## src/rtl/keypad_pkg.sv

```systemverilog
// ---------------------------------------------------------------------------
// keypad_pkg
// Shared types and helpers for the 4x4 calculator keypad scanner.
//   state_e    : scanner FSM states (SCAN, DEBOUNCE, HELD)
//   KEY_*      : key codes for the non-digit keys
//   encode_key : (row, col) -> 4-bit key code for the keypad layout
//                  row 0: 1 2 3 A
//                  row 1: 4 5 6 B
//                  row 2: 7 8 9 C
//                  row 3: * 0 # D
//   low_index  : {valid, index} of the single low bit of a 4-bit vector
// ---------------------------------------------------------------------------
package keypad_pkg;

  typedef enum logic [1:0] {
    SCAN     = 2'd0,
    DEBOUNCE = 2'd1,
    HELD     = 2'd2
  } state_e;

  localparam logic [3:0] KEY_A    = 4'hA;
  localparam logic [3:0] KEY_ADD  = 4'hB;
  localparam logic [3:0] KEY_SUB  = 4'hC;
  localparam logic [3:0] KEY_EQ   = 4'hD;
  localparam logic [3:0] KEY_GETM = 4'hE;
  localparam logic [3:0] KEY_SETM = 4'hF;

  function automatic logic [3:0] encode_key(input logic [1:0] row, input logic [1:0] col);
    logic [3:0] code;
    case ({row, col})
      4'b00_00: code = 4'h1;
      4'b00_01: code = 4'h2;
      4'b00_10: code = 4'h3;
      4'b00_11: code = KEY_A;
      4'b01_00: code = 4'h4;
      4'b01_01: code = 4'h5;
      4'b01_10: code = 4'h6;
      4'b01_11: code = KEY_ADD;
      4'b10_00: code = 4'h7;
      4'b10_01: code = 4'h8;
      4'b10_10: code = 4'h9;
      4'b10_11: code = KEY_SUB;
      4'b11_00: code = KEY_SETM;
      4'b11_01: code = 4'h0;
      4'b11_10: code = KEY_GETM;
      default:  code = KEY_EQ;
    endcase
    return code;
  endfunction

  // Bit 2 flags "exactly one bit low"; bits 1:0 give its position.
  function automatic logic [2:0] low_index(input logic [3:0] v);
    logic [2:0] r;
    case (v)
      4'b1110: r = 3'b1_00;
      4'b1101: r = 3'b1_01;
      4'b1011: r = 3'b1_10;
      4'b0111: r = 3'b1_11;
      default: r = 3'b0_00;
    endcase
    return r;
  endfunction

endpackage

```

## src/rtl/keypad_if.sv

```systemverilog
// ---------------------------------------------------------------------------
// keypad_if
// Key-code interface between the keypad scanner (master) and the calculator
// control-word decoder (slave).
//   key       : last accepted key code, stable between key_valid strobes
//   key_valid : one-cycle strobe per accepted press (or auto-repeat)
//   key_held  : high while the accepted key remains pressed
// ---------------------------------------------------------------------------
interface keypad_if;
  logic [3:0] key;
  logic       key_valid;
  logic       key_held;

  modport master (output key, key_valid, key_held);
  modport slave  (input  key, key_valid, key_held);
endinterface

```

## src/rtl/keypad_sync.sv

```systemverilog
// ---------------------------------------------------------------------------
// keypad_sync
// 4-bit two-flop synchronizer for the asynchronous keypad column lines.
// Resets to all-high (the idle level of the pulled-up columns).
//   clk     : system clock
//   rst     : asynchronous active-high reset
//   async_i : raw column lines
//   sync_o  : synchronized column lines (2 cycles latency)
// ---------------------------------------------------------------------------
module keypad_sync (
  input  logic       clk,
  input  logic       rst,
  input  logic [3:0] async_i,
  output logic [3:0] sync_o
);
  logic [3:0] meta_q;
  logic [3:0] sync_q;

  always_ff @(posedge clk or posedge rst) begin
    if (rst) begin
      meta_q <= 4'b1111;
      sync_q <= 4'b1111;
    end else begin
      meta_q <= async_i;
      sync_q <= meta_q;
    end
  end

  assign sync_o = sync_q;
endmodule

```

## src/rtl/keypad_scanner.sv

```systemverilog
// ---------------------------------------------------------------------------
// keypad_scanner
// Scans a 4x4 active-low matrix keypad one row per tick (SCAN_DIV cycles),
// debounces press and release over DEBOUNCE_CNT tick samples and presents
// the encoded key on the key-code interface.
//   clk     : system clock
//   rst     : asynchronous active-high reset
//   col_in  : keypad columns, active-low, asynchronous
//   row_out : row drive, one-hot-low
//   kp      : keypad_if master (key, key_valid, key_held)
// Optional feature macro: KEYPAD_REPEAT_EN -- while a key is held, re-pulse
// key_valid every REPEAT_TICKS ticks.
// ---------------------------------------------------------------------------
module keypad_scanner
  import keypad_pkg::*;
#(
  parameter int unsigned SCAN_DIV     = 1000,
  parameter int unsigned DEBOUNCE_CNT = 4,
  parameter int unsigned REPEAT_TICKS = 200
) (
  input  logic       clk,
  input  logic       rst,
  input  logic [3:0] col_in,
  output logic [3:0] row_out,
  keypad_if.master   kp
);
  localparam int unsigned TW = $clog2(SCAN_DIV);
  localparam int unsigned CW = $clog2(DEBOUNCE_CNT + 1);

  if (SCAN_DIV < 4 || DEBOUNCE_CNT < 1 || REPEAT_TICKS < 1) begin : g_param_check
    $error("keypad_scanner: SCAN_DIV >= 4, DEBOUNCE_CNT >= 1, REPEAT_TICKS >= 1 required");
  end

  logic [3:0] col_s;

  keypad_sync u_sync (
    .clk    (clk),
    .rst    (rst),
    .async_i(col_in),
    .sync_o (col_s)
  );

  state_e        state_q, state_d;
  logic [TW-1:0] tick_q, tick_d;
  logic [3:0]    row_q, row_d;         // one-hot-low row drive
  logic [1:0]    row_idx_q, row_idx_d; // index of the driven row
  logic [1:0]    col_q, col_d;
  logic [CW-1:0] cnt_q, cnt_d;         // matching press samples
  logic [CW-1:0] rel_q, rel_d;         // consecutive all-high samples
  logic [3:0]    key_q, key_d;
  logic          valid_q, valid_d;
  logic          held_q, held_d;
`ifdef KEYPAD_REPEAT_EN
  localparam int unsigned RW = $clog2(REPEAT_TICKS + 1);
  logic [RW-1:0] rep_q, rep_d;
`endif

  logic       sample;
  logic [2:0] col_dec;
  logic       accept;
  logic       rotate;

  assign sample  = (tick_q == TW'(SCAN_DIV - 1));
  assign col_dec = low_index(col_s);

  always_comb begin
    state_d   = state_q;
    row_d     = row_q;
    row_idx_d = row_idx_q;
    col_d     = col_q;
    cnt_d     = cnt_q;
    rel_d     = rel_q;
    key_d     = key_q;
    valid_d   = 1'b0;
    held_d    = held_q;
    accept    = 1'b0;
    rotate    = 1'b0;
`ifdef KEYPAD_REPEAT_EN
    rep_d     = rep_q;
`endif
    tick_d    = sample ? '0 : tick_q + 1'b1;

    case (state_q)
      SCAN: begin
        if (sample) begin
          if (col_dec[2]) begin
            col_d = col_dec[1:0];
            if (DEBOUNCE_CNT == 1) begin
              accept = 1'b1;
            end else begin
              state_d = DEBOUNCE;
              cnt_d   = CW'(1);
            end
          end else begin
            rotate = 1'b1;
          end
        end
      end

      DEBOUNCE: begin
        if (sample) begin
          if (col_dec[2] && (col_dec[1:0] == col_q)) begin
            if (cnt_q == CW'(DEBOUNCE_CNT - 1)) accept = 1'b1;
            else                                cnt_d  = cnt_q + 1'b1;
          end else begin
            // Bounce or a different key: abandon and keep scanning.
            state_d = SCAN;
            cnt_d   = '0;
            rotate  = 1'b1;
          end
        end
      end

      HELD: begin
        if (sample) begin
          if (col_s == 4'b1111) begin
            if (rel_q == CW'(DEBOUNCE_CNT - 1)) begin
              state_d = SCAN;
              held_d  = 1'b0;
              rel_d   = '0;
              rotate  = 1'b1;
            end else begin
              rel_d = rel_q + 1'b1;
            end
          end else begin
            // Still pressed, or a second key: neither counts as release.
            rel_d = '0;
          end
`ifdef KEYPAD_REPEAT_EN
          if (state_d == HELD) begin
            if (rep_q == RW'(REPEAT_TICKS - 1)) begin
              valid_d = 1'b1;
              rep_d   = '0;
            end else begin
              rep_d = rep_q + 1'b1;
            end
          end
`endif
        end
      end

      default: state_d = SCAN;
    endcase

    if (accept) begin
      key_d   = encode_key(row_idx_q, col_d);
      valid_d = 1'b1;
      held_d  = 1'b1;
      state_d = HELD;
      cnt_d   = '0;
      rel_d   = '0;
`ifdef KEYPAD_REPEAT_EN
      rep_d   = '0;
`endif
    end

    if (rotate) begin
      row_d     = {row_q[2:0], row_q[3]};
      row_idx_d = row_idx_q + 1'b1;
    end
  end

  always_ff @(posedge clk or posedge rst) begin
    if (rst) begin
      state_q   <= SCAN;
      tick_q    <= '0;
      row_q     <= 4'b1110;
      row_idx_q <= 2'd0;
      col_q     <= 2'd0;
      cnt_q     <= '0;
      rel_q     <= '0;
      key_q     <= 4'h0;
      valid_q   <= 1'b0;
      held_q    <= 1'b0;
`ifdef KEYPAD_REPEAT_EN
      rep_q     <= '0;
`endif
    end else begin
      state_q   <= state_d;
      tick_q    <= tick_d;
      row_q     <= row_d;
      row_idx_q <= row_idx_d;
      col_q     <= col_d;
      cnt_q     <= cnt_d;
      rel_q     <= rel_d;
      key_q     <= key_d;
      valid_q   <= valid_d;
      held_q    <= held_d;
`ifdef KEYPAD_REPEAT_EN
      rep_q     <= rep_d;
`endif
    end
  end

  assign row_out      = row_q;
  assign kp.key       = key_q;
  assign kp.key_valid = valid_q;
  assign kp.key_held  = held_q;
endmodule

```

## src/flat_wrapper.sv

```systemverilog
// flat-port wrapper written by rule: the top's interface ports become plain ports
module keypad_scanner_flat import keypad_pkg::*;
#(
  parameter int unsigned SCAN_DIV     = 1000,
  parameter int unsigned DEBOUNCE_CNT = 4,
  parameter int unsigned REPEAT_TICKS = 200
)
  (clk, rst, col_in, row_out, kp_key, kp_key_valid, kp_key_held);
  keypad_if kp_i ();
  input  logic clk;
  input  logic rst;
  input  logic [3:0] col_in;
  output logic [3:0] row_out;
  output wire logic [$bits(kp_i.key)-1:0] kp_key;
  output wire logic [$bits(kp_i.key_valid)-1:0] kp_key_valid;
  output wire logic [$bits(kp_i.key_held)-1:0] kp_key_held;
  assign kp_key = kp_i.key;
  assign kp_key_valid = kp_i.key_valid;
  assign kp_key_held = kp_i.key_held;
  keypad_scanner #(.SCAN_DIV(SCAN_DIV), .DEBOUNCE_CNT(DEBOUNCE_CNT), .REPEAT_TICKS(REPEAT_TICKS)) u_core (.clk(clk), .rst(rst), .col_in(col_in), .row_out(row_out), .kp(kp_i));
endmodule
```

## config.mk

```make
export PLATFORM = sky130hd
export DESIGN_NAME = keypad_scanner_flat
export DESIGN_NICKNAME = d
export VERILOG_FILES = /design/src/rtl/keypad_pkg.sv /design/src/rtl/keypad_if.sv /design/src/rtl/keypad_sync.sv /design/src/rtl/keypad_scanner.sv /design/src/flat_wrapper.sv
export SDC_FILE = /design/constraint.sdc
export NUM_CORES = 1
export LEC_CHECK = 0
export CORE_ASPECT_RATIO = 1.2
export CORE_UTILIZATION = 55
export DETAILED_ROUTE_END_ITERATION = 6
export PLACE_DENSITY = 0.76
export RECOVER_POWER = 50
export REMOVE_ABC_BUFFERS = 1
export SYNTH_ARGS = -nofsm -noshare
export SYNTH_HDL_FRONTEND = slang
export SYNTH_HIERARCHICAL = 1
export SYNTH_SLANG_ARGS = --single-unit
export TNS_END_PERCENT = 20
```

## constraint.sdc

```tcl
create_clock -name clk -period 2.83 [get_ports clk]
set_input_delay 0.283 -clock clk [delete_from_list [all_inputs] [get_ports clk]]
set_output_delay 0.283 -clock clk [all_outputs]
set_load 0.02 [all_outputs]
```

=== Word-level counts from Yosys, hierarchy flattened ===
Memories as Yosys holds them, arrays and structs flattened. A register that Yosys moved wholly into a read port is not among the register bits.
Cells that the tools add are included.

* Multiplexer cells: 44
* $add $sub $neg: 4
* Eq/ne operators: 19
* Reduce and logical (&&, ||, !) cells: 11

{| class="wikitable"
|+ Operators with widths
! kind !! count
|-
| 2-to-1 mux 3 bit || 11
|-
| 2-to-1 mux 2 bit || 11
|-
| inequality test 3 x 1 -> 1 bit (second input constant) || 6
|-
| 2-to-1 mux 1 bit || 17
|-
| equality test 4 bit (second input constant) || 4
|-
| case mux 3 bit (4 select lines) || 1
|-
| adder 10 x 1 -> 10 bit (second input constant) || 1
|-
| equality test 10 bit (second input constant) || 1
|-
| 2-to-1 mux 10 bit || 1
|-
| nonzero test 2 bit || 4
|-
| AND reduction 7 bit || 1
|-
| adder 3 x 1 -> 3 bit (second input constant) || 2
|-
| equality test 3 x 2 -> 1 bit (second input constant) || 2
|-
| case mux 2 bit (3 select lines) || 1
|-
| case mux 3 bit (2 select lines) || 1
|-
| AND reduction 5 bit || 1
|-
| equality test 4 x 3 -> 1 bit (second input constant) || 1
|-
| inequality test 4 x 3 -> 1 bit (second input constant) || 1
|-
| AND reduction 4 bit || 1
|-
| inequality test 3 x 2 -> 1 bit (second input constant) || 1
|-
| case mux 1 bit (3 select lines) || 1
|-
| nonzero test 3 bit || 1
|-
| adder 2 x 1 -> 2 bit (second input constant) || 1
|-
| equality test 2 x 1 -> 1 bit (second input constant) || 1
|-
| 5 further kinds || 5
|}

* Flip-flop bits (word level): 36
* Input port bits: 6
* Word-level logic and storage cells: 90
* Output and inout bits: 10
* Memories: 1
* Memory bits (read-only): 64

{| class="wikitable"
|+ Memories
! name !! words !! width !! rd ports !! clocked after memory_dff !! wr ports !! RTL line !! source
|-
| (no name shown) || 16 || 4 || 1 || 1 || 0 || keypad_pkg.sv:30 || <nowiki>case ({row, col})</nowiki>
|}

=== Depth between registers and ports, before layout ===
* Word-level depth: 9
* Depth in mapped cells: 12
* Mapped depth without buffers: 11

=== Modules after synthesis ===
Netlist, hierarchy kept.

{| class="wikitable"
|+ Modules (own cells, without submodules)
! module !! cells each !! area each (µm²) !! instances !! sequential area each (µm²)
|-
| keypad_scanner || 186 || 1854.3 || 1 || 804.5
|-
| keypad_sync || 9 || 214.0 || 1 || 210.2
|}

=== Worst setup path after synthesis ===
No wires, ideal clock.

* Kind: reg-to-reg
* Start: register u_core.u_sync.sync_q[0] (netlist: u_core/u_sync/sync_o[0])
* End: register u_core.key_q[0] (netlist: u_core/kp.key[0])
* Path buffers: 0
* Library setup time: 69 ps
* Slack: 389 ps
* Arrival time: 2372 ps
* Clock period less this slack: 2441 ps
* Stages on the path, launching flop included: 9
* Required time: 2761 ps
* Path through: dfstp_2 > and4b_2 > a211o_1 > nor4b_1 > or2_2 > ha_1 > nand2_1 > a2111o_1 > nand3_1

* Elaborated cells on any way between the ends: 13
* Classes of those cells: eq/ne (5); mux (7); reduce/logical (1)

{| class="wikitable"
|+ RTL lines
! what !! RTL line !! source
|-
| start: declaration || keypad_sync.sv:17 || <nowiki>logic [3:0] sync_q;</nowiki>
|-
| start signal: assignment || keypad_sync.sv:25 || <nowiki>sync_q <= meta_q;</nowiki>
|-
| equality test 4 x 3 -> 1 bit / equality test 4 bit (equally long branches) || keypad_pkg.sv:54 || <nowiki>case (v)</nowiki>
|-
| case mux 3 bit (4 select lines) * || keypad_pkg.sv:54 ||
|-
| 2-to-1 mux 2 bit * || keypad_scanner.sv:86 || <nowiki>if (col_dec[2]) begin</nowiki>
|-
| 2-to-1 mux 2 bit * || keypad_scanner.sv:85 || <nowiki>if (sample) begin</nowiki>
|-
| 2-to-1 mux 2 bit * || keypad_scanner.sv:83 || <nowiki>case (state_q)</nowiki>
|-
| via u_core.col_d[0] || keypad_scanner.sv:47 || <nowiki>logic [1:0] col_q, col_d;</nowiki>
|-
| end: declaration || keypad_scanner.sv:50 || <nowiki>logic [3:0] key_q, key_d;</nowiki>
|}

Mark *: on every way through the listed nets, which the timed path passes. The rest lies on a longest branch.
A chain may end at the register's enable or synchronous reset.

=== Final worst setup path ===
* Start: register u_core.tick_q[0]
* End: register u_core.key_q[0] (netlist: u_core/kp.key[0])

* Longest elaborated chain between the ends: 3
* Elaborated cells on any way between the ends: 5
* Classes of those cells: eq/ne (1); mux (4)

{| class="wikitable"
|+ RTL lines
! what !! RTL line !! source
|-
| start: declaration || keypad_scanner.sv:44 || <nowiki>logic [TW-1:0] tick_q, tick_d;</nowiki>
|-
| start signal: assignment || keypad_scanner.sv:180 || <nowiki>tick_q <= tick_d;</nowiki>
|-
| equality test 10 bit || keypad_scanner.sv:63 || <nowiki>assign sample = (tick_q == TW'(SCAN_DIV - 1));</nowiki>
|-
| 2-to-1 mux 2 bit || keypad_scanner.sv:85 ||
|-
| 2-to-1 mux 2 bit || keypad_scanner.sv:83 ||
|-
| via u_core.col_d[0] || keypad_scanner.sv:47 ||
|}

The timed path passes the listed nets, and every way through them passes these cells.

==> summary.md <==
| Metric | Value |
|---|---|
| Main flop type after synthesis | `dfrtp_1` |
| Post-Place Cell Area | `0.002267 mm^2` |
| Hold Path Class | `reg2reg` |
| Ys async rst share | `100.0%` |
| Post-CTS Setup Bufs | `0` |
| Number of synthesized flops with an enable pin | `0` |
| Die span in y | `69.18 um` |
| Failing checks | `capacitance limit, slew limit` |
| CP Launch Type | `flop` |
| Root buf cell | `clkbuf_8` |
| Most frequent cells in the layout | `dfrtp_1, nor2_1, nand2_1, ha_1, inv_1` |
| Row cnt | `24` |
| Initial drt markers | `30` |
| CP delay by family, top | `simple AND/OR/NAND/NOR gates` |
| CTS max path bufs | `2` |
| Setup-failing EPs final | `0` |
| Largest net degree at the start of global routing | `33` |
| Worst setup margin | `about 0.20 ns` |
| Post-Layout Cell Count | `around 260` |
| Final hold violations | `0` |
| Post-DP HPWL | `just over 3000 um` |
| # diodes | `0` |
| Io pins | `16` |
| Drt pass-1 iters | `5` |
| Slew headroom | `-13.48%` |
| Avg Inst Size Synth | `about 11 um^2` |
| DP Cell Count | `between 200 and 250` |
| F_max | `380.3 MHz` |
| Gpl congestion | `~0.8` |
| Residual DRC | `0` |
| CTS buffer count | `5` |
| Final Cycle Share | `92.91%` |
| Wire per inst | `15.52 um` |
| Commonest non-fill, non-tap cell in the layout | `dfrtp_1` |
| Maximum vdd drop | `354.8 uV` |
| Worst skew pair latency | `roughly 0.28 ns` |
| # Max-Cap Violations | `1` |
| Critical-path cell list | `ha_1 > and4_1 > and4_1 > a31oi_1 > or2_2 > ha_1 > nand2_1 > a2111o_1 > nand3_1` |
| Number of port buffers | `15` |
| GRT Total Usage | `22.00%` |
| Setup_tns | `0 ns` |
| Clk sink count | `40` |
| Buf/Inv on CP | `0` |
| Layout Area Growth over Synthesis | `14.94%` |
| TritonCTS clock tree | `done` |
| WP data required | `3.05 ns` |
| # nets final | `235` |
| Core Region | `0.003603 mm^2` |
| Worst Max-Slew Pin Slew | `between 1.5 and 2 ns` |
| Effective utilization at floorplan | `57.40%` |
| Clock skew | `approximately 0.0049 ns` |
| Sequential area share after synthesis | `between 40% and 50%` |
| Initial antenna violation count | `0` |
| Die Area | `around 0.0040 mm^2` |
| Die Wd | `a little under 60 um` |
| #FFs+latches synth | `40` |
| H-tree levels | `2` |
| Post-DRT Antenna Nets | `0` |
| Pre-CTS WS | `roughly 0.24 ns` |
| DR vias/cell | `5.835` |
| Fin crit period | `2.629 ns` |
| Status | `finished with violations` |
| Overflow after GRT | `0` |
| Clk pin slew, worst setup/hold paths | `0.08 ns` |
| Synth Cell Area | `approximately 0.0021 mm^2` |
| CP Max Fanout | `5` |
| Cts hold-fix bufs | `0` |
| Slew Viols, Final | `33` |
| Slowest-stage cell, CP | `a2111o_1` |
| CP peak stage delay | `~0.42 ns` |
| Post-Synthesis Cells | `195` |
| Distinct cells, synth | `48` |
| RSZ-0062 raised after global routing | `no` |
| LEAKAGE | `between 1 and 1.5 nW` |
| Layout cell share with drive strength beyond 1 | `roughly 16%` |
| DR vias | `1488` |
| Worst Setup Path Type | `reg2reg` |
| Final Cell Area | `roughly 0.0024 mm^2` |
| Ys Warns | `6` |
| CP endpoint kind | `flop` |
| Power Density | `449.4 mW/mm^2` |
| Final wirelength | `3957 um` |
| First-pass GRT wire length | `slightly below 7000 um` |
| WP data arrival | `approximately 2.9 ns` |
| Vias in the first global route | `1556` |
-- registers in the layout (all words and copies together), names as in the netlist --
name                  cells
u_core/col_q              2
u_core/cnt_q              3
u_core/rel_q              3
u_core/tick_q            10
u_core/kp.key             4
u_core/u_sync/meta_q      4
u_core/row_idx_q          2
u_core/row_out            4
u_core/kp.key_held        1
u_core/u_sync/sync_o      4
u_core/state_q            2
u_core/kp.key_valid       1
-- stage by stage --
step / hold slack (ns) / util, % / power [mW]
after floorplan: 0.2875 / - / 0.6186
after detailed placement: 0.3491 / 62.92 / 0.6340
after CTS: 0.3599 / 65.90 / 1.079
after global placement: 0.3452 / 62.92 / 0.6318
after global routing: 0.3651 / 65.97 / 1.106
final: 0.3589 / 65.97 / 1.068
-- cell type report --
type,instances,area (um^2)
clock inverter,2,35.03
sequential,40,1015
timing repair buffer,18,168.9
fill,273,1226
tap,39,48.80
multi-input combinational,136,984.7
clock buffer,6,72.57
inverter,14,52.55
-- cells by family after synthesis --
family                   count (synthesis)  synth area share (%)
AO/OA/AOI/OAI                           34                 11.86
buffers and inverters                   19                 3.630
AND/OR/NAND/NOR                         69                 18.27
flip-flops                              40                 49.06
adder cells (fa/ha/maj)                 14                 8.470
XOR/XNOR                                12                 5.082
multiplexers                             7                 3.630
-- per-layer routing --
layer | part of all wire (%) | global-route usage, % | wire length, um
met1 | 42 | 24.72 | 1667
met2 | 54 | 38.83 | 2126
met3 | 2.8 | 5.784 | 111
met4 | 1.3 | 8.466 | 52
met5 | 0 | 0 | 0
-- synth_stat cells (5+ instances only) --
| cell type | number | area (um^2) |
|---|---|---|
| ha_1 | 14 | 175.2 |
| nand2_1 | 14 | 52.55 |
| o21ai_0 | 8 | 40.04 |
| inv_1 | 13 | 48.80 |
| xor2_1 | 10 | 87.58 |
| nand3_1 | 6 | 30.03 |
| a21oi_1 | 5 | 25.02 |
| dfstp_2 | 11 | 289.0 |
| nand4_1 | 5 | 31.28 |
| nor2_1 | 16 | 60.06 |
| dfrtp_1 | 29 | 725.7 |
-- worst reg2reg max path, cell delays in order (launching register included) --
cell,delay (ns)
dfrtp_1,0.38
ha_1,0.26
and4_1,0.24
and4_1,0.26
a31oi_1,0.15
or2_2,0.38
ha_1,0.31
nand2_1,0.08
a2111o_1,0.42
nand3_1,0.08
-- final timing paths --
path	start	endpoint	slack [ns]	depth (start not counted)
max	u_core/tick_q[0]	u_core/kp.key[0]	0.20	9
min	u_core/u_sync/meta_q[1]	u_core/u_sync/sync_o[1]	0.36	0
max reg2reg	u_core/tick_q[0]	u_core/kp.key[0]	0.20	9
min reg2reg	u_core/u_sync/meta_q[1]	u_core/u_sync/sync_o[1]	0.36	0
max in group asynchronous	rst	u_core/tick_q[3]	0.78	3
min in group asynchronous	rst	u_core/u_sync/meta_q[3]	0.64	2
-- power by group --
part / switching, mW / leakage [nW] / internal (mW)
logic: 0.0194 / 0.557 / 0.0127
clock network: 0.186 / 0.0552 / 0.262
registers: 0.00673 / 0.506 / 0.582
-- timing repair --
item	in CTS	in global routing
setup endpoints to repair	0	2
hold endpoints to repair	0	0
resized for setup	0	1
No activity file was read; power rests on OpenSTA's default activity.
==> patch 1, RTL diff (config.mk and constraints unchanged) <==
Put one more register stage on the output `row_out`, with the module's reset. The value now appears one clock later. The other outputs are not delayed to match.
--- a/src/rtl/keypad_scanner.sv
+++ b/src/rtl/keypad_scanner.sv
@@ -192,7 +192,13 @@
     end
   end
 
-  assign row_out      = row_q;
+  always_ff @(posedge clk or posedge rst) begin
+    if (rst) begin
+      row_out <= '0;
+    end else begin
+      row_out <= row_q;
+    end
+  end
   assign kp.key       = key_q;
   assign kp.key_valid = valid_q;
   assign kp.key_held  = held_q;
Behaviour: not the same (Yosys sat finds a counterexample within 4 cycles, from zero or initial values and one cycle with rst high).
==> patch 1 against the unedited design <==
Utilization rose by 3.1 points. Synthesized area rose by 5.9%. Sequential cell count rose by 4. Total power rose by 25%. Setup slack got worse by 0.10 ns. Routed wire length rose by 6.3%. Clock power rose by 47%. Count of clock-buffer cells in the layout fell by 1. Cell area rose by 8.2%. Critical endpoint is now u_core/kp.key[1].
==> patch 1: results (changes against the unedited design) <==
- Top cells by area, synth: dfrtp_1 (38%), dfstp_2 (13%), ha_1 (8.0%) (was dfrtp_1 (35%), dfstp_2 (14%), ha_1 (8.5%))
- Pre-CTS WS: -0.009408 ns (was 0.2436 ns)
- Largest net degree at the start of global routing: 22 (was 33)
- Post-synthesis mux area share: 4.397% (was 3.630%)
- Via count: 1540 (was 1488)
- Final RePlAce weighted congestion: 0.9223 (was 0.7972)
- Slowest CP cell: or4_4 (was a2111o_1)
- Worst-Margin Slew: 1.100 ns (was 1.702 ns)
- First-pass GRT wire length: 7.424 mm (was 6.734 mm)
- Total GRT Usage: 23.47% (was 22.00%)
- Status: complete, no violations (was complete, but fails checks)
- Delay of the slowest cell on the worst path: 0.54 ns (was 0.42 ns)
- Pleak: 1.147 nW (was 1.118 nW)
- Pwr/cell area: 518.1 nW/um^2 (was 449.4 nW/um^2)
- Clk. pwr: 0.000655 W (was 0.000447 W)
- Post-synth top cells: dfrtp_1 (33), nor2_1 (15), ha_1 (14) (was dfrtp_1 (29), nor2_1 (16), ha_1 (14), nand2_1 (14), inv_1 (13))
- Unique masters post-synth: 50 (was 48)
- Final wirelength: 4.206 mm (was 3.957 mm)
- Cell-internal power: 0.001091 W (was 0.0008566 W)
- CP arrival: 2.92 ns (was 2.85 ns)
- Worst VDD drop: 0.0003774 V (was 0.0003548 V)
- Filler cell count: 314 (was 273)
- Syn_area_per_cell: 10.90 sq um (was 10.61 sq um)
- Post-synthesis sequential area ratio: 50.89% (was 49.06%)
- Worst skew pair latency: 0.30 ns (was 0.28 ns)
- DR pass1 iterations: 4 (was 5)
[patch 1: cell count changes after synthesis, moves of 3 or more]
cell,unedited run,this run
dfrtp_1,29,33
nand4_1,5,2
o21ai_1,0,3
o31ai_1,0,3
or3_1,0,6
[patch 1: worst max path at each step]
stage / from / to / slack, ns / depth (start not counted)
4_1_cts: u_core/state_q[0] / u_core/kp.key[1] / 0.02 / 12
2_1_floorplan: u_core/tick_q[0] / u_core/kp.key[2] / 0.25 / 11
3_3_place_gp: u_core/state_q[0] / u_core/kp.key[0] / 0.13 / 10
3_5_place_dp: u_core/state_q[0] / u_core/kp.key[1] / -0.009 / 12
6_report: u_core/state_q[0] / u_core/kp.key[1] / 0.10 / 12
5_1_grt: u_core/state_q[0] / u_core/kp.key[1] / -0.05 / 12
[patch 1: cell type report]
type / count / area [sq um] / share of cell area, %
Inverter: 12 / 45.04 / 1.751
Tap cell: 52 / 65.06 / 2.529
Multi-Input combinational cell: 137 / 1008 / 39.20
Clock buffer: 5 / 68.82 / 2.675
Sequential cell: 44 / 1115 / 43.34
Clock inverter: 3 / 90.09 / 3.502
Timing Repair Buffer: 20 / 180.2 / 7.004
[patch 1: per-stage QoR]
| stage | utilization (%) | area (sq um) |
|---|---|---|
| floorplan | - | 2151 |
| CTS | 68.88 | 2565 |
| finish | 69.09 | 2572 |
| detailed placement | 64.55 | 2404 |
| global route | 69.09 | 2572 |
| global placement | 64.55 | 2404 |
[patch 1: routing by layer]
metal | track usage (%) | vias up | part of all wire [%]
met5 | 0 | - | 0
met4 | 9.819 | 0 | 2.1
met3 | 4.205 | 10 | 2.6
met2 | 40.95 | 27 | 55
met1 | 27.80 | 756 | 40
li1 | - | 747 | -
[patch 1: what timing repair did]
item	in CTS	in global routing
gates cloned	0	0
setup endpoints to repair	3	4
pin swaps	0	1
gates resized for setup	1	6
==> patch 2, RTL diff (config.mk and constraints unchanged) <==
Made on the original files. Add a define of `KEYPAD_REPEAT_EN`.
--- a/src/rtl/keypad_scanner.sv
+++ b/src/rtl/keypad_scanner.sv
@@ -11,6 +11,8 @@
 // Optional feature macro: KEYPAD_REPEAT_EN -- while a key is held, re-pulse
 // key_valid every REPEAT_TICKS ticks.
 // ---------------------------------------------------------------------------
+`define KEYPAD_REPEAT_EN
+
 module keypad_scanner
   import keypad_pkg::*;
 #(
Function: same outputs for any inputs over 10 cycles, from zero or initial values and one cycle with rst high; that may be too few to reach the edited logic, so the function may still have changed.
==> patch 2 against the unedited design <==
Synthesized area is 22% higher. Sequential cell count up 8. Die area is 21% higher. Total power is 14% higher. Routed wire length is 15% higher. Setup slack better by 0.055 ns. Cell area rose by 20%. Largest cell class is now multi-input combinational cells.
==> patch 2: results (changes against the unedited design) <==
- Status: complete, no violations (was complete, but fails checks)
- Final RePlAce weighted congestion: 0.8164 (was 0.7972)
- First-pass GRT wire length: 8.307 mm (was 6.734 mm)
- Number of antenna cells inserted: 0 (unchanged)
- Iter 0 DRT Violations: 104 (was 30)
- Min-Delay Path Depth: 0 (unchanged)
- Slowest CP cell: dfrtp_1 (was a2111o_1)
- Clk pin slew, worst setup/hold paths: 0.09 ns
- R2R setup slack: 0.26 ns (was 0.20 ns)
- Filler cell count: 337 (was 273)
- Ys async rst share: 100.0% (unchanged)
- Initial antenna violation count: 0 (unchanged)
- Pleak: 1.236 nW (was 1.118 nW)
- Total setup buffers inserted after CTS: 0 (unchanged)
- Worst Reg-to-Reg Cells: 11 (was 9)
- Routed length per instance: 14.19 um (was 15.52 um)
- Nets: 286 (was 235)
- Regs by FF count: u_core/tick_q (10), u_core/rep_q (8)
- Total GRT Usage: 21.85% (was 22.00%)
- Worst flop-to-flop path startpoint: u_core/tick_q[0] (unchanged)
- CTS Buffer Depth: 2 (unchanged)
- Reg2reg end: u_core/kp.key[2] (was u_core/kp.key[0])
- Top cells by area, synth: dfrtp_1 (37%), dfstp_2 (11%), ha_1 (7.4%) (was dfrtp_1 (35%), dfstp_2 (14%), ha_1 (8.5%))
- Synth Flop Type: dfrtp_1 (unchanged)
- Worst Hold Class: register to register (unchanged)
- Cts bufs inserted: 5 (unchanged)
- CP arrival: 2.80 ns (was 2.85 ns)
- Largest net degree at the start of global routing: 41 (was 33)
- # port buffers: 15 (unchanged)
- Cell-internal power: 0.0009708 W (was 0.0008566 W)
- Setup violations, final: 0 (unchanged)
- Post-synth top cells: dfrtp_1 (37), nor2_1 (21), ha_1 (15), o21ai_0 (15), nand2_1 (14) (was dfrtp_1 (29), nor2_1 (16), ha_1 (14), nand2_1 (14), inv_1 (13))
- Synth warnings: 6 (unchanged)
- Hold path startpoint: u_core/u_sync/meta_q[0] (was u_core/u_sync/meta_q[1])
- Delay of the slowest cell on the worst path: 0.39 ns (was 0.42 ns)
- DR pass1 iterations: 5 (unchanged)
- DPL Wire Length: 3.288 mm (was 3.016 mm)
- Hold EP: u_core/u_sync/sync_o[0] (was u_core/u_sync/sync_o[1])
- Post-synthesis sequential area ratio: 48.19% (was 49.06%)
- Via count: 1871 (was 1488)
- Post-CTS sizing: 0 (unchanged)
- Worst skew pair latency: 0.30 ns (was 0.28 ns)
- Unique masters post-synth: 53 (was 48)
- Share of cells above drive strength 1: 14.29% (was 15.74%)
- Worst VDD drop: 0.0003322 V (was 0.0003548 V)
- CP max FO: 5 (unchanged)
- Slew HR: 34.68% (was -13.48%)
- Clk root buf: clkbuf_8 (unchanged)
- Max H-tree Level: 2 (unchanged)
- Post-Route Skew: 0.008173 ns (was 0.004942 ns)
patch 2: power by group through the flow:
stage,Combinational (W),Clock (W),Sequential [W]
global route,0.0000378,0.000526,0.000704
global placement,0.0000350,0,0.000715
detailed placement,0.0000358,0,0.000716
finish,0.0000325,0.000480,0.000703
floorplan,0.0000203,0,0.000714
CTS,0.0000357,0.000500,0.000703
patch 2: worst max-delay path by stage:
stage                            start          endpoint  slack, ns
3_5_place_dp          u_core/tick_q[0]  u_core/kp.key[2]       0.28
5_1_grt               u_core/tick_q[0]  u_core/kp.key[2]       0.04
2_1_floorplan  u_core/u_sync/sync_o[0]  u_core/kp.key[2]       0.35
4_1_cts               u_core/tick_q[0]  u_core/kp.key[2]       0.25
6_report              u_core/tick_q[0]  u_core/kp.key[2]       0.26
3_3_place_gp   u_core/u_sync/sync_o[3]  u_core/kp.key[2]       0.36
patch 2: cells by family after synthesis:
logic type	after synthesis	share of synthesized area (%)
buffers and inverters	20	3.176
adders and majority gates	15	7.444
xor gates and xnor gates	13	4.516
AOI/OAI and AO/OA	51	13.70
muxes	7	3.077
DFF	48	48.19
and+or+nand+nor	91	19.90
patch 2: routing by layer:
metal / routed length (um) / vias up / track usage [%]
li1: - / 922 / -
met1: 2119 / 904 / 27.05
met2: 2240 / 38 / 36.06
met3: 134 / 7 / 4.192
met4: 74 / 0 / 10.68
met5: 0 / - / 0
patch 2: worst max-delay path: cells and delay by family (launching register included):
kind	cells	cell delay (ns)
adder cells (fa/ha/maj)	2	0.46
buffers and inverters	1	0.13
AND/OR/NAND/NOR	4	0.80
AO/OA/AOI/OAI	4	0.72
flip-flops	1	0.39
patch 2: final cells by class:
cell class | count | share of cell area (%)
Timing Repair Buffer | 21 | 6.746
Multi-Input combinational cell | 177 | 42.93
Clock inverter | 2 | 1.226
Clock buffer | 6 | 2.541
Sequential cell | 48 | 42.53
Tap cell | 56 | 2.453
Inverter | 12 | 1.577
patch 2: per-stage QoR:
stage	hold slack (ns)	area [sq um]	std cells	total power [W]	worst slack (ns)
3_3_place_gp	0.3466	2751	314	0.0007503	0.3617
6_report	0.3579	2856	322	0.001216	0.2553
2_1_floorplan	0.2875	2486	237	0.0007345	0.3489
4_1_cts	0.3596	2859	322	0.001238	0.2475
3_5_place_dp	0.3472	2751	314	0.0007516	0.2830
5_1_grt	0.3620	2856	322	0.001268	0.04293
